--- config.mk ---
export PLATFORM = sky130hd
export DESIGN_NAME = xgmii_encoder
export DESIGN_NICKNAME = d
export VERILOG_FILES = /design/src/rtl/xgmii_encoder.sv
export SDC_FILE = /design/constraint.sdc
export NUM_CORES = 1
export LEC_CHECK = 0
export CELL_PAD_IN_SITES_DETAIL_PLACEMENT = 0
export CELL_PAD_IN_SITES_GLOBAL_PLACEMENT = 2
export CORE_MARGIN = 2
export CORE_UTILIZATION = 31
export CTS_BUF_LIST = sky130_fd_sc_hd__clkbuf_2 sky130_fd_sc_hd__clkbuf_4 sky130_fd_sc_hd__clkbuf_8
export DETAILED_ROUTE_END_ITERATION = 10
export GPL_ROUTABILITY_DRIVEN = 0
export PLACE_DENSITY = 0.76
export SLEW_MARGIN = 15
export SYNTH_ARGS = -nofsm -noshare
export SYNTH_HDL_FRONTEND = slang
export SYNTH_SLANG_ARGS = --single-unit
--- constraint.sdc ---
create_clock -name i_clk -period 3.5 [get_ports i_clk]
set_clock_uncertainty 0.15 [all_clocks]
set_input_delay 0.875 -clock i_clk [delete_from_list [all_inputs] [get_ports i_clk]]
set_output_delay 0.875 -clock i_clk [all_outputs]
set_load 0.1 [all_outputs]
--- src/rtl/xgmii_encoder.sv ---
// XGMII to 64b/66b block encoder.
// Two 32-bit XGMII words (lanes 0-3 then lanes 4-7) form one 8-lane block.
// The block is classified and encoded, a transmit sequence FSM checks it,
// and the result goes out as two 32-bit words with a 2-bit sync header
// attached to the first. Illegal blocks or illegal block orders are replaced
// by an error block, and o_encode_err pulses alongside its first word.
// The block layout is fixed at 64 bits, so DATA_WIDTH/CTRL_WIDTH must stay
// at their defaults.
module xgmii_encoder #(
    parameter int DATA_WIDTH = 32,
    parameter int HDR_WIDTH  = 2,
    parameter int CTRL_WIDTH = 4
) (
    input  logic                  i_clk,
    input  logic                  i_reset_n,
    input  logic [DATA_WIDTH-1:0] i_xgmii_txd,
    input  logic [CTRL_WIDTH-1:0] i_xgmii_txc,
    input  logic                  i_xgmii_valid,
    output logic [DATA_WIDTH-1:0] o_tx_data,
    output logic                  o_tx_data_valid,
    output logic [HDR_WIDTH-1:0]  o_tx_hdr,
    output logic                  o_tx_hdr_valid,
    output logic                  o_encode_err
);

    localparam int BLK_W = 2 * DATA_WIDTH;
    localparam int BLK_C = 2 * CTRL_WIDTH;

    // Block classes recognised on the transmit path.
    typedef enum logic [2:0] {
        CLS_D   = 3'd0,
        CLS_C   = 3'd1,
        CLS_S0  = 3'd2,
        CLS_S4  = 3'd3,
        CLS_T   = 3'd4,
        CLS_ERR = 3'd5
    } cls_t;

    // Transmit sequence states: in control, in data, after an error.
    typedef enum logic [1:0] {
        TX_C = 2'd0,
        TX_D = 2'd1,
        TX_E = 2'd2
    } tx_state_t;

    // ------------------------------------------------------------------
    // Helper functions
    // ------------------------------------------------------------------

    // Bit k set when the block is a valid terminate with /T/ in lane k:
    // lane k = 0xFD, control flags set from lane k upward, idles above k.
    function automatic logic [7:0] term_lanes(input logic [63:0] txd,
                                              input logic [7:0]  txc);
        logic [7:0] hit;
        logic       ok;
        hit = 8'h00;
        for (int k = 0; k < 8; k++) begin
            ok = (txc == (8'hFF << k)) && (txd[8*k +: 8] == 8'hFD);
            for (int j = 0; j < 8; j++) begin
                ok = ok & ((j <= k) | (txd[8*j +: 8] == 8'h07));
            end
            hit[k] = ok;
        end
        return hit;
    endfunction

    // Lane index of a one-hot terminate match (at most one bit can be set).
    function automatic logic [2:0] onehot_idx(input logic [7:0] hit);
        logic [2:0] idx;
        case (hit)
            8'b0000_0001: idx = 3'd0;
            8'b0000_0010: idx = 3'd1;
            8'b0000_0100: idx = 3'd2;
            8'b0000_1000: idx = 3'd3;
            8'b0001_0000: idx = 3'd4;
            8'b0010_0000: idx = 3'd5;
            8'b0100_0000: idx = 3'd6;
            8'b1000_0000: idx = 3'd7;
            default:      idx = 3'd0;
        endcase
        return idx;
    endfunction

    // Block type field for a terminate in lane k.
    function automatic logic [7:0] term_type(input logic [2:0] k);
        logic [7:0] t;
        case (k)
            3'd0:    t = 8'h87;
            3'd1:    t = 8'h99;
            3'd2:    t = 8'hAA;
            3'd3:    t = 8'hB4;
            3'd4:    t = 8'hCC;
            3'd5:    t = 8'hD2;
            3'd6:    t = 8'hE1;
            3'd7:    t = 8'hFF;
            default: t = 8'hFF;
        endcase
        return t;
    endfunction

    // Terminate block: data lanes below k packed from bit 8, everything
    // above (pad bits and idle codes) is zero.
    function automatic logic [63:0] term_block(input logic [63:0] txd,
                                               input logic [2:0]  k);
        logic [63:0] mask;
        mask = ~(64'hFFFF_FFFF_FFFF_FFFF << {k, 3'b000});
        return ((txd & mask) << 4'd8) | {56'h0, term_type(k)};
    endfunction

    // Error block: control type with eight /E/ (0x1E) 7-bit codes.
    function automatic logic [63:0] err_block();
        logic [63:0] b;
        b = {56'h0, 8'h1E};
        for (int i = 0; i < 8; i++) begin
            b[8 + 7*i +: 7] = 7'h1E;
        end
        return b;
    endfunction

    // ------------------------------------------------------------------
    // Input word pairing
    // ------------------------------------------------------------------
    logic                  phase_q;
    logic [DATA_WIDTH-1:0] txd0_q;
    logic [CTRL_WIDTH-1:0] txc0_q;
    logic                  blk_done_s;

    assign blk_done_s = i_xgmii_valid & phase_q;

    // Track word phase and hold the lanes 0-3 word until its partner arrives.
    always_ff @(posedge i_clk) begin
        if (!i_reset_n) begin
            phase_q <= 1'b0;
            txd0_q  <= {DATA_WIDTH{1'b0}};
            txc0_q  <= {CTRL_WIDTH{1'b0}};
        end else if (i_xgmii_valid) begin
            phase_q <= ~phase_q;
            if (!phase_q) begin
                txd0_q <= i_xgmii_txd;
                txc0_q <= i_xgmii_txc;
            end
        end
    end

    // ------------------------------------------------------------------
    // Classification and encoding of the block being completed
    // ------------------------------------------------------------------
    logic [BLK_W-1:0] blk_txd_s;
    logic [BLK_C-1:0] blk_txc_s;
    logic [7:0]       term_hit_s;
    logic [2:0]       t_k_s;
    cls_t             cls_s;
    logic [BLK_W-1:0] enc_s;

    // Classify the assembled 8-lane block.
    always_comb begin
        blk_txd_s  = {i_xgmii_txd, txd0_q};
        blk_txc_s  = {i_xgmii_txc, txc0_q};
        term_hit_s = term_lanes(blk_txd_s, blk_txc_s);
        t_k_s      = onehot_idx(term_hit_s);
        if (blk_txc_s == 8'h00) begin
            cls_s = CLS_D;
        end else if ((blk_txc_s == 8'hFF) &&
                     (blk_txd_s == 64'h0707_0707_0707_0707)) begin
            cls_s = CLS_C;
        end else if ((blk_txc_s == 8'h01) && (blk_txd_s[7:0] == 8'hFB)) begin
            cls_s = CLS_S0;
        end else if ((blk_txc_s == 8'h1F) &&
                     (blk_txd_s[31:0] == 32'h0707_0707) &&
                     (blk_txd_s[39:32] == 8'hFB)) begin
            cls_s = CLS_S4;
        end else if (term_hit_s != 8'h00) begin
            cls_s = CLS_T;
        end else begin
            cls_s = CLS_ERR;
        end
    end

    // Build the 64-bit block payload for the detected class.
    always_comb begin
        enc_s = err_block();
        case (cls_s)
            CLS_D:   enc_s = blk_txd_s;
            CLS_C:   enc_s = {56'h0, 8'h1E};
            CLS_S0:  enc_s = {blk_txd_s[63:8], 8'h78};
            CLS_S4:  enc_s = {blk_txd_s[63:40], 32'h0, 8'h33};
            CLS_T:   enc_s = term_block(blk_txd_s, t_k_s);
            default: enc_s = err_block();
        endcase
    end

    // ------------------------------------------------------------------
    // Transmit sequence check
    // ------------------------------------------------------------------
    tx_state_t              state_q;
    tx_state_t              state_d;
    logic                   emit_ok_s;
    logic [BLK_W-1:0]       blk_d;
    logic [HDR_WIDTH-1:0]   hdr_d;
    logic [DATA_WIDTH-1:0]  word1_q;
    logic                   word1_pend_q;

    // Decide whether the block is legal in the current state and what follows.
    always_comb begin
        state_d   = state_q;
        emit_ok_s = 1'b0;
        case (state_q)
            TX_C: begin
                case (cls_s)
                    CLS_C: begin
                        emit_ok_s = 1'b1;
                        state_d   = TX_C;
                    end
                    CLS_S0, CLS_S4: begin
                        emit_ok_s = 1'b1;
                        state_d   = TX_D;
                    end
                    default: begin
                        emit_ok_s = 1'b0;
                        state_d   = TX_E;
                    end
                endcase
            end
            TX_D: begin
                case (cls_s)
                    CLS_D: begin
                        emit_ok_s = 1'b1;
                        state_d   = TX_D;
                    end
                    CLS_T: begin
                        emit_ok_s = 1'b1;
                        state_d   = TX_C;
                    end
                    default: begin
                        emit_ok_s = 1'b0;
                        state_d   = TX_E;
                    end
                endcase
            end
            TX_E: begin
                case (cls_s)
                    CLS_C, CLS_T: begin
                        emit_ok_s = 1'b1;
                        state_d   = TX_C;
                    end
                    CLS_S0, CLS_S4, CLS_D: begin
                        emit_ok_s = 1'b1;
                        state_d   = TX_D;
                    end
                    default: begin
                        emit_ok_s = 1'b0;
                        state_d   = TX_E;
                    end
                endcase
            end
            default: begin
                emit_ok_s = 1'b0;
                state_d   = TX_C;
            end
        endcase
        if (emit_ok_s) begin
            blk_d = enc_s;
            hdr_d = (cls_s == CLS_D) ? 2'b01 : 2'b10;
        end else begin
            blk_d = err_block();
            hdr_d = 2'b10;
        end
    end

    // Sequence state and output words: word0 with header on capture, word1 next.
    always_ff @(posedge i_clk) begin
        if (!i_reset_n) begin
            state_q         <= TX_C;
            o_tx_data       <= {DATA_WIDTH{1'b0}};
            o_tx_data_valid <= 1'b0;
            o_tx_hdr        <= {HDR_WIDTH{1'b0}};
            o_tx_hdr_valid  <= 1'b0;
            o_encode_err    <= 1'b0;
            word1_q         <= {DATA_WIDTH{1'b0}};
            word1_pend_q    <= 1'b0;
        end else if (blk_done_s) begin
            state_q         <= state_d;
            o_tx_data       <= blk_d[DATA_WIDTH-1:0];
            o_tx_data_valid <= 1'b1;
            o_tx_hdr        <= hdr_d;
            o_tx_hdr_valid  <= 1'b1;
            o_encode_err    <= ~emit_ok_s;
            word1_q         <= blk_d[BLK_W-1:DATA_WIDTH];
            word1_pend_q    <= 1'b1;
        end else if (word1_pend_q) begin
            o_tx_data       <= word1_q;
            o_tx_data_valid <= 1'b1;
            o_tx_hdr_valid  <= 1'b0;
            o_encode_err    <= 1'b0;
            word1_pend_q    <= 1'b0;
        end else begin
            o_tx_data_valid <= 1'b0;
            o_tx_hdr_valid  <= 1'b0;
            o_encode_err    <= 1'b0;
        end
    end

endmodule

# --- Word-level counts from Yosys, hierarchy flattened ---
# Memories as Yosys holds them, arrays and structs flattened.
# Index checks and enable logic that the tools add are counted.
totals:
  ff_bits: 108
  romBits: 56
  out_inout_bits: 37
  wordCells: 137
  n_memories: 1
memory_table:
  columns: ["memory", "depth", "word_bits", "rd", "rd_ports_with_merged_regs", "wr", "line_no", "text"]
  rows:
  - ["(name not given)", 8, 7, 1, 0, 0, "87", "case (k)"]
op_classes:
  eq_ne: 42
  shifts: 1
  n_mux: 24
  n_bitwise: 34
  n_reduce_logical: 25
ops:
  columns: ["operator", "n"]
  rows:
  - ["64-bit one-hot mux with 5 select lines", 1]
  - ["8-bit equality test (second input constant)", 19]
  - ["64-bit by 59-bit equality test with 1-bit output (second input constant)", 1]
  - ["8-bit by 3-bit equality test with 1-bit output (second input constant)", 8]
  - ["32-bit two-way mux", 2]
  - ["64-bit two-way mux", 1]
  - ["64-bit by 8-bit bitwise OR with 64-bit output", 1]
  - ["64-bit by 6-bit left shift with 56-bit output (first input constant)", 1]
  - ["56-bit bitwise AND", 1]
  - ["56-bit NOT", 1]
  - ["32-bit by 27-bit equality test with 1-bit output (second input constant)", 1]
  - ["1-bit bitwise AND", 29]
  - ["3-bit one-hot mux with 7 select lines", 1]
  - ["8-bit by 5-bit equality test with 1-bit output (second input constant)", 2]
  - ["1-bit logical AND", 12]
  - ["3-bit two-way mux", 4]
  - ["2-bit one-hot mux with 2 select lines", 3]
  - ["8-bit by 1-bit equality test with 1-bit output (second input constant)", 1]
  - ["8-bit by 2-bit equality test with 1-bit output (second input constant)", 1]
  - ["8-bit by 4-bit equality test with 1-bit output (second input constant)", 1]
  - ["8-bit by 6-bit equality test with 1-bit output (second input constant)", 1]
  - ["8-bit by 7-bit equality test with 1-bit output (second input constant)", 1]
  - ["8-bit logical NOT", 1]
  - ["8-bit two-way mux", 1]
  - ["other kinds (18)", 31]

# --- Longest topological paths before layout ---
depth:
  ltp_word: 21
  ltp_mapped: 12
  ltp_nobuf: 10

# --- Worst setup path after synthesis ---
# Ideal clock, no wire load.
synth_timing:
  kind: "input-to-reg"
  startpoint: "input port i_xgmii_txd[29]"
  endpoint: "register o_tx_hdr[1]"
  setup_time_ns: 0.119
  arrival_ns: 3.163
  required_ns: 3.231
  setup_slack_ns: 0.067
  path_stages: 8
  path_buffers: 1
  cell_sequence: "or4b_4 -> nor4_4 -> nand3_2 -> o22a_1 -> buf_6 -> a221oi_4 -> nor2_4 -> o221a_2"
synth_between:
  elab_chain_len: 13
  elab_cells_between_ends: 32
  classes_between: "7 x eq/ne; 11 x mux; 7 x bitwise; 7 x reduce/logical"
synth_rtl:
  columns: ["item", "line_no", "text"]
  rows:
  - ["start: declaration", "16", "input logic [DATA_WIDTH-1:0] i_xgmii_txd,"]
  - ["8-bit by 3-bit equality test with 1-bit output or 8-bit equality test (tied branches)", null, null]
  - ["1-bit bitwise AND or 1-bit logical AND (tied branches)", "60, 58", null]
  - ["8-bit nonzero test", "172", "end else if (term_hit_s != 8'h00) begin"]
  - ["1-bit two-way mux", "172", null]
  - ["3-bit two-way mux", "168", "end else if ((blk_txc_s == 8'h1F) &&"]
  - ["3-bit two-way mux", "166", "end else if ((blk_txc_s == 8'h01) && (blk_txd_s[7:0] == 8'hFB)) begin"]
  - ["3-bit two-way mux (*)", "163", "end else if ((blk_txc_s == 8'hFF) &&"]
  - ["3-bit two-way mux (*)", "161", "if (blk_txc_s == 8'h00) begin"]
  - ["3-bit by 2-bit equality test with 1-bit output, or another cell as far along", "209, 241", null]
  - ["5-bit OR reduction (no source line), or another cell as far along", null, null]
  - ["1-bit two-way mux, on equally long branches", "241, 209, 225", null]
  - ["1-bit one-hot mux with 3 select lines", "207", "case (state_q)"]
  - ["2-bit two-way mux (*)", "261", "if (emit_ok_s) begin"]
  - ["end signal: assignment", "276", "o_tx_hdr <= {HDR_WIDTH{1'b0}};"]
  - ["end signal: assignment", "285", "o_tx_hdr <= hdr_d;"]
  - ["end: declaration", "21", "output logic [HDR_WIDTH-1:0] o_tx_hdr,"]
# Mark *: on every way between the ends. The rest lies on a longest branch, timed or not.
# A chain may end at the register's enable or synchronous reset.

# --- Final worst setup path ---
layout_timing:
  startpoint: "input port i_xgmii_txd[20]"
  endpoint: "register o_tx_data[27]"
layout_between:
  elab_chain_len: 15
  elab_cells_between_ends: 51
  classes_between: "14 x eq/ne; 1 x shift; 13 x mux; 16 x bitwise; 7 x reduce/logical"
layout_rtl:
  columns: ["item", "line_no", "text"]
  rows:
  - ["branches (longest 13 deep; another with 64-bit by 6-bit left shift with 56-bit output)", null, null]
  - ["64-bit two-way mux (*)", "261", null]
  - ["32-bit two-way mux (*)", "281", "end else if (blk_done_s) begin"]
  - ["end signal: assignment", "274", "o_tx_data <= {DATA_WIDTH{1'b0}};"]
  - ["end signal: assignment", "283", "o_tx_data <= blk_d[DATA_WIDTH-1:0];"]
  - ["end signal: assignment", "291", "o_tx_data <= word1_q;"]
  - ["end: declaration", "19", "output logic [DATA_WIDTH-1:0] o_tx_data,"]
# Mark *: on every way between the ends.

==> results.txt <==
Outcome: finished clean
CTS Buffer Depth: 2
Overflow after GRT: 0
Die W: 142 um
Fraction of layout cells with a size suffix above 1: 0.269
Fillcell total: 1916
Die area: 0.0201 mm2
WP data arrival: 3.63 ns
Synthesized Nets: 767
WL/cell: 22.6 um
Min Tclk post-route: 3.45 ns
Synth area leader: dfxtp_1
Worst r2r src: txd0_q[27]
CP max stage cell: or4_4
Number of synthesized flops with an enable pin: 0
Core Region: 0.0187 mm2
Yosys warnings: 0
Initial core utilization: 0.315
Layout Cells excl Fill: 1118
Fmax: 290 MHz
Power per cell area: 358 mW/mm2
Max Slew Vio Count: 0
CP Launch Type: input pin
CTS sink count: 108
Fin Setup TNS: 0 ns
Site Rows: 50
Worst EP required: 3.68 ns
DRT iter0 DRCs: 579
Final setup viols: 0
H-tree Lvls: 3
Worst Hold Endpoint: word1_q[25]
DRC viols: 0
Global Route Usage Sum: 0.253
Die Height: 142 um
Top post-synthesis cells by area: dfxtp_1, nand2_1, o21ai_0
Post-CTS Hold Buffers: 0
Synth top area share: 0.367
Period utilisation layout: 0.986
Area Growth Syn to Fin: 35.3%
Largest net degree at the start of global routing: 57
Clk slew on worst S/H paths: 0.11 ns
Reg2Reg Capture Point: o_tx_data[25]
Max Cap Viol: 0
Most frequent cell after synthesis: nand2_1
Worst r2r path cells: 8
Post-layout nets: 922
Worst-Skew Late Latency: 0.41 ns
DR vias: 6507
Cells after Synth: 724
Cell variety after synth: 78
Global-route wire length before repair: 38.3 mm
Flops & latches, synth: 108
Synth Flop Type: dfxtp_1
Initial antenna violation count: 0
Number of global-route vias before repair: 6328
Crit path buf inv count: 3
Ant. Diodes: 0
Critical path peak fanout: 7
Port buffer count: 75
Largest vdd supply drop: 0.000160 V
Syn Std Cell Area: 0.00590 mm2
CP peak stage delay: 0.58 ns
Post-Route WL: 25.3 mm
I/O pin cnt: 76
Max-slew headroom: 0.526
Hold Crit Depth: 2
CTS tree: yes
Final Hold Fails: 0
Area after DPL: 0.00756 mm2
Layout Cell Area excl Fill: 0.00798 mm2
# placed instances: 1100
Ys async rst share: 0
Num CTS Buffers: 9
CP cell instances: clkdlybuf4s50_1 > or4_4 > nor4_4 > buf_6 > nand4_1 > o22a_2 > a221oi_4 > buf_6 > nor3_1 > nor3_1
Worst Setup End Kind: register
CTS root buf: clkbuf_8
Worst reg-to-reg setup slack: 0.25 ns
DPL Wire Length: 18.9 mm
Syn_area_per_cell: 8.14 um2
Seq/Total Area, Yosys: 0.367
Tightest Pin Transition: 0.711 ns
Hold path startpoint: word1_q[25]
Vias/cell: 5.82
DR pass1 iterations: 5
Leakage: 3.16 nW
WS Path Type: in -> reg
Most frequent cells after synthesis: nand2_1, dfxtp_1, o21ai_0
Top delay family on crit path: simple AND/OR/NAND/NOR gates
Hold Crit Class: reg -> reg
Antenna viol nets, final: 0
-- report_power, final --
| group | total, mW | internal, mW | switching [mW] |
|---|---|---|---|
| clock | 0.886 | 0.407 | 0.479 |
| combinational | 0.609 | 0.207 | 0.402 |
| sequential | 1.36 | 1.29 | 0.0739 |
-- worst max-delay path by stage --
stage	startpoint	end	slack [ns]	cells after the start
after global placement	i_xgmii_txd[29]	o_tx_data[7]	-0.75	10
after floorplan	i_xgmii_txd[29]	o_tx_hdr[1]	0.07	8
after CTS	i_xgmii_txc[3]	word1_q[15]	0.01	11
after detailed placement	i_xgmii_txd[29]	o_tx_data[27]	-0.84	10
after global routing	i_xgmii_txd[20]	o_tx_data[27]	-0.03	10
final	i_xgmii_txd[20]	o_tx_data[27]	0.05	10
-- flip-flops by register name, indices dropped and copies added, names as in the netlist --
signal           flops
txc0_q               4
word1_q             32
o_tx_hdr             2
txd0_q              32
o_tx_data_valid      1
word1_pend_q         1
o_encode_err         1
phase_q              1
o_tx_data           32
state_q              2
-- layout make-up --
| class | instances | area [um2] | area share |
|---|---|---|---|
| timing repair buffer | 194 | 1620 | 0.203 |
| clock inverter | 7 | 98.8 | 0.0124 |
| inverter | 9 | 33.8 | 0.00423 |
| sequential | 108 | 2160 | 0.271 |
| multi-input combinational | 557 | 3640 | 0.457 |
| tap | 234 | 293 | 0.0367 |
| clock buffer | 9 | 124 | 0.0155 |
-- worst reg2reg max path: cells and delay by family (launching register included) --
kind / cells / cell delay [ns]
compound gates: 3 / 0.52
buf+inv: 1 / 0.27
flops: 1 / 0.37
simple gates: 4 / 1.82
-- metal layers --
metal  part of all wire  vias up  GRT usage
li1                   -     3028          -
met1               0.45     3193      0.339
met2               0.46      237      0.405
met3              0.056       49     0.0425
met4              0.032        0      0.100
met5                  0        -          0
-- cell usage in the layout, fill, tap and decap left out, types with 10 or more instances in the layout --
cell	n
buf_4	150
nand2_1	125
dfxtp_1	108
o21ai_0	70
a22oi_1	44
a21boi_0	37
a21oi_1	29
clkdlybuf4s50_1	26
nor3_1	24
mux2_2	18
a31oi_1	16
nor2_1	13
o21a_1	12
nand4_1	11
dlymetal6s2s_1	11
or4_1	10
-- cells by family after synthesis --
group	count (synthesis)	share of synthesized area
AOI/OAI and AO/OA	268	0.306
xor gates and xnor gates	1	0.00149
adders and majority gates	4	0.00849
buffers and inverters	59	0.0405
DFF	108	0.367
muxes	18	0.0344
and+or+nand+nor	266	0.242
-- through the flow --
step | power (mW) | setup WS (ns) | util | hold slack, ns
floorplan | 1.72 | 0.0673 | - | 0.270
global placement | 1.99 | -0.754 | 0.404 | 0.291
detailed placement | 1.99 | -0.837 | 0.404 | 0.292
CTS | 2.87 | 0.0113 | 0.419 | 0.311
global route | 2.97 | -0.0307 | 0.426 | 0.336
finish | 2.86 | 0.0499 | 0.426 | 0.310
-- timing repair --
action | CTS | global route
buffers inserted | 0 | 2
pin swaps | 3 | 16
gates resized for setup | 11 | 33
endpoints found under the setup margin | 55 | 66
Power figures use the tool's default switching activity.
==> variant: new RTL, config.mk and constraints unchanged <==
Re-encode `tx_state_t` (3 states) as one-hot, 3 bits wide.
--- a/src/rtl/xgmii_encoder.sv
+++ b/src/rtl/xgmii_encoder.sv
@@ -37,10 +37,10 @@
     } cls_t;
 
     // Transmit sequence states: in control, in data, after an error.
-    typedef enum logic [1:0] {
-        TX_C = 2'd0,
-        TX_D = 2'd1,
-        TX_E = 2'd2
+    typedef enum logic [2:0] {
+        TX_C = 3'b001,
+        TX_D = 3'b010,
+        TX_E = 3'b100
     } tx_state_t;
 
     // ------------------------------------------------------------------
Check against the original RTL: no difference found for any inputs over 4 cycles, from zero or initial values and one cycle with i_reset_n low; so few cycles prove little.
==> variant against the original RTL <==
The flow now finishes with violations (setup timing); register-to-register slack got worse by 70 ps; sequential cell count is 1 higher; first-iteration DRC count grew 2.6%; wire length grew 13%; worst setup slack got worse by 73 ps; final area increased by 13%; area after synthesis increased by 5.9%; power shrank 2.3%; largest cell class unchanged; highest routed layer unchanged.
==> variant: results (changes against the original RTL) <==
dpl hpwl=21200 um (was 18900 um); diode count=0 (unchanged); register area share after synthesis=34.9% (was 36.7%); commonest cells in the synthesized netlist=119 x nand2_1, 109 x dfxtp_1, 70 x o21ai_0, 42 x clkbuf_1, 37 x a21boi_0 (was 125 x nand2_1, 108 x dfxtp_1, 71 x o21ai_0, 44 x a22oi_1, 38 x clkbuf_1); initial antenna violation count=1 (was 0); clk buf depth=2 (unchanged); Yosys cell types=74 (was 78); final WL=28500 um (was 25300 um); vias in the first global route=7058 (was 6328); clk slew on worst S/H paths=110 ps (about the same); Worst Tran Pin Value=763 ps (was 711 ps); met3 wire length=2040 um (was 1420 um); Syn Nets=812 (was 767); failing checks=setup timing; Fillers=1963 (was 1916); routed wl met2=13100 um (was 11700 um); top flop regs=o_tx_data x32, txd0_q x32, word1_q x32 (unchanged); Layout Nets=1018 (was 922); Iteration-0 DRC Markers=594 (was 579); Top Usage Layer GRT=met2 (unchanged); leakage power=3.51 nW (was 3.16 nW); Inserted Clock Buffers=9 (unchanged); final hold slack=303 ps (was 310 ps); area share of the largest cell type after synthesis=34.9% (was 36.7%); first-pass GRT wire length=42900 um (was 38300 um); WL per Instance=22.9 um (was 22.6 um); worst-skew pair later-pin latency=400 ps; pin count of the biggest net entering global routing=63 (was 57); setup TNS=-23.6 ps (was 0 ps); Area contributors post-synth=dfxtp_1 35%, nand2_1 7.2%, o21ai_0 5.6% (was dfxtp_1 37%, nand2_1 8.0%, o21ai_0 6.0%); gr usage total=26.2% (was 25.3%); Cells after Synth=769 (was 724); post-route setup slack=-22.8 ps (was 49.9 ps); status=complete, but fails checks (was completed); register-to-register setup slack=180 ps (was 250 ps); total gr overflow=0 (unchanged); root buffer cell=clkbuf_8 (unchanged); CP Max Fanout=5 (was 7); Hold Path Class=reg -> reg (unchanged); dpl cells=1211 (was 1100); pre-CTS WS=-937 ps (was -837 ps); layout cell share with drive strength beyond 1=34.4% (was 26.9%); Post-DP Area=0.00825 mm2 (was 0.00756 mm2); Peak VDD IR=0.167 mV (was 0.160 mV); vias post-DR=7298 (was 6507); met1 Usage GRT=33.9% (about the same); met3 Use GR=4.36% (was 4.25%); met2 Use GR=41.8% (was 40.5%); M1 wire length=12100 um (was 11400 um); Period Utilization, post-route=101% (was 98.6%); final setup fails=2 (was 0)
==> variant: changes by cell type after synthesis, moves of 5 or more <==
cell,unedited run,this run
a22oi_1,44,23
a31oi_1,16,35
and2_1,4,17
a22o_1,3,15
nor3_1,24,13
o31ai_1,1,12
inv_1,8,14
nand2_1,125,119
o21a_1,13,7
a21oi_1,30,35
==> variant: logic make-up after synthesis <==
family	Yosys count	synth area share, %
compound gates	306	33.6
simple gates	257	21.9
flops	109	34.9
buf+inv	72	4.99
mux	21	3.75
fa+ha+maj	4	0.801
==> variant: final cells by class <==
cell class / count / area (um2) / share of cell area [%]
Clock buffer: 11 / 139 / 1.54
Multi-Input combinational cell: 590 / 4170 / 46.2
Tap cell: 265 / 332 / 3.67
Sequential cell: 109 / 2180 / 24.2
Timing Repair Buffer: 250 / 2100 / 23.3
Clock inverter: 5 / 45.0 / 0.499
Inverter: 15 / 61.3 / 0.679
==> variant: power breakdown <==
part / internal (mW) / switching, mW
logic: 0.221 / 0.420
registers: 1.30 / 0.0735
clock network: 0.286 / 0.491
==> variant: repair_timing <==
action,in CTS,in global routing
resized for setup,76,49
setup endpoints to repair,69,63
cloned,2,1
setup buffers,13,2
pin swaps,38,28
hold buffers,0,0
==> variant: path summary, 6_finish.rpt <==
check | from | to | cells past startpoint
hold reg to reg | word1_q[25] | word1_q[25] | 2
hold / removal | word1_q[25] | word1_q[25] | 2
setup reg to reg | txd0_q[28] | o_tx_data[14] | 9
setup / recovery | i_xgmii_txd[22] | o_tx_data[14] | 11
==> variant: critical path: stages <==
cell and delay [ps]:
buf_6 90, or4_4 530, or4_4 570, buf_6 160, nor4b_4 260, a211oi_2 120
o21a_1 180, ha_2 240, o21ai_4 190, a22oi_1 140, o32ai_1 320
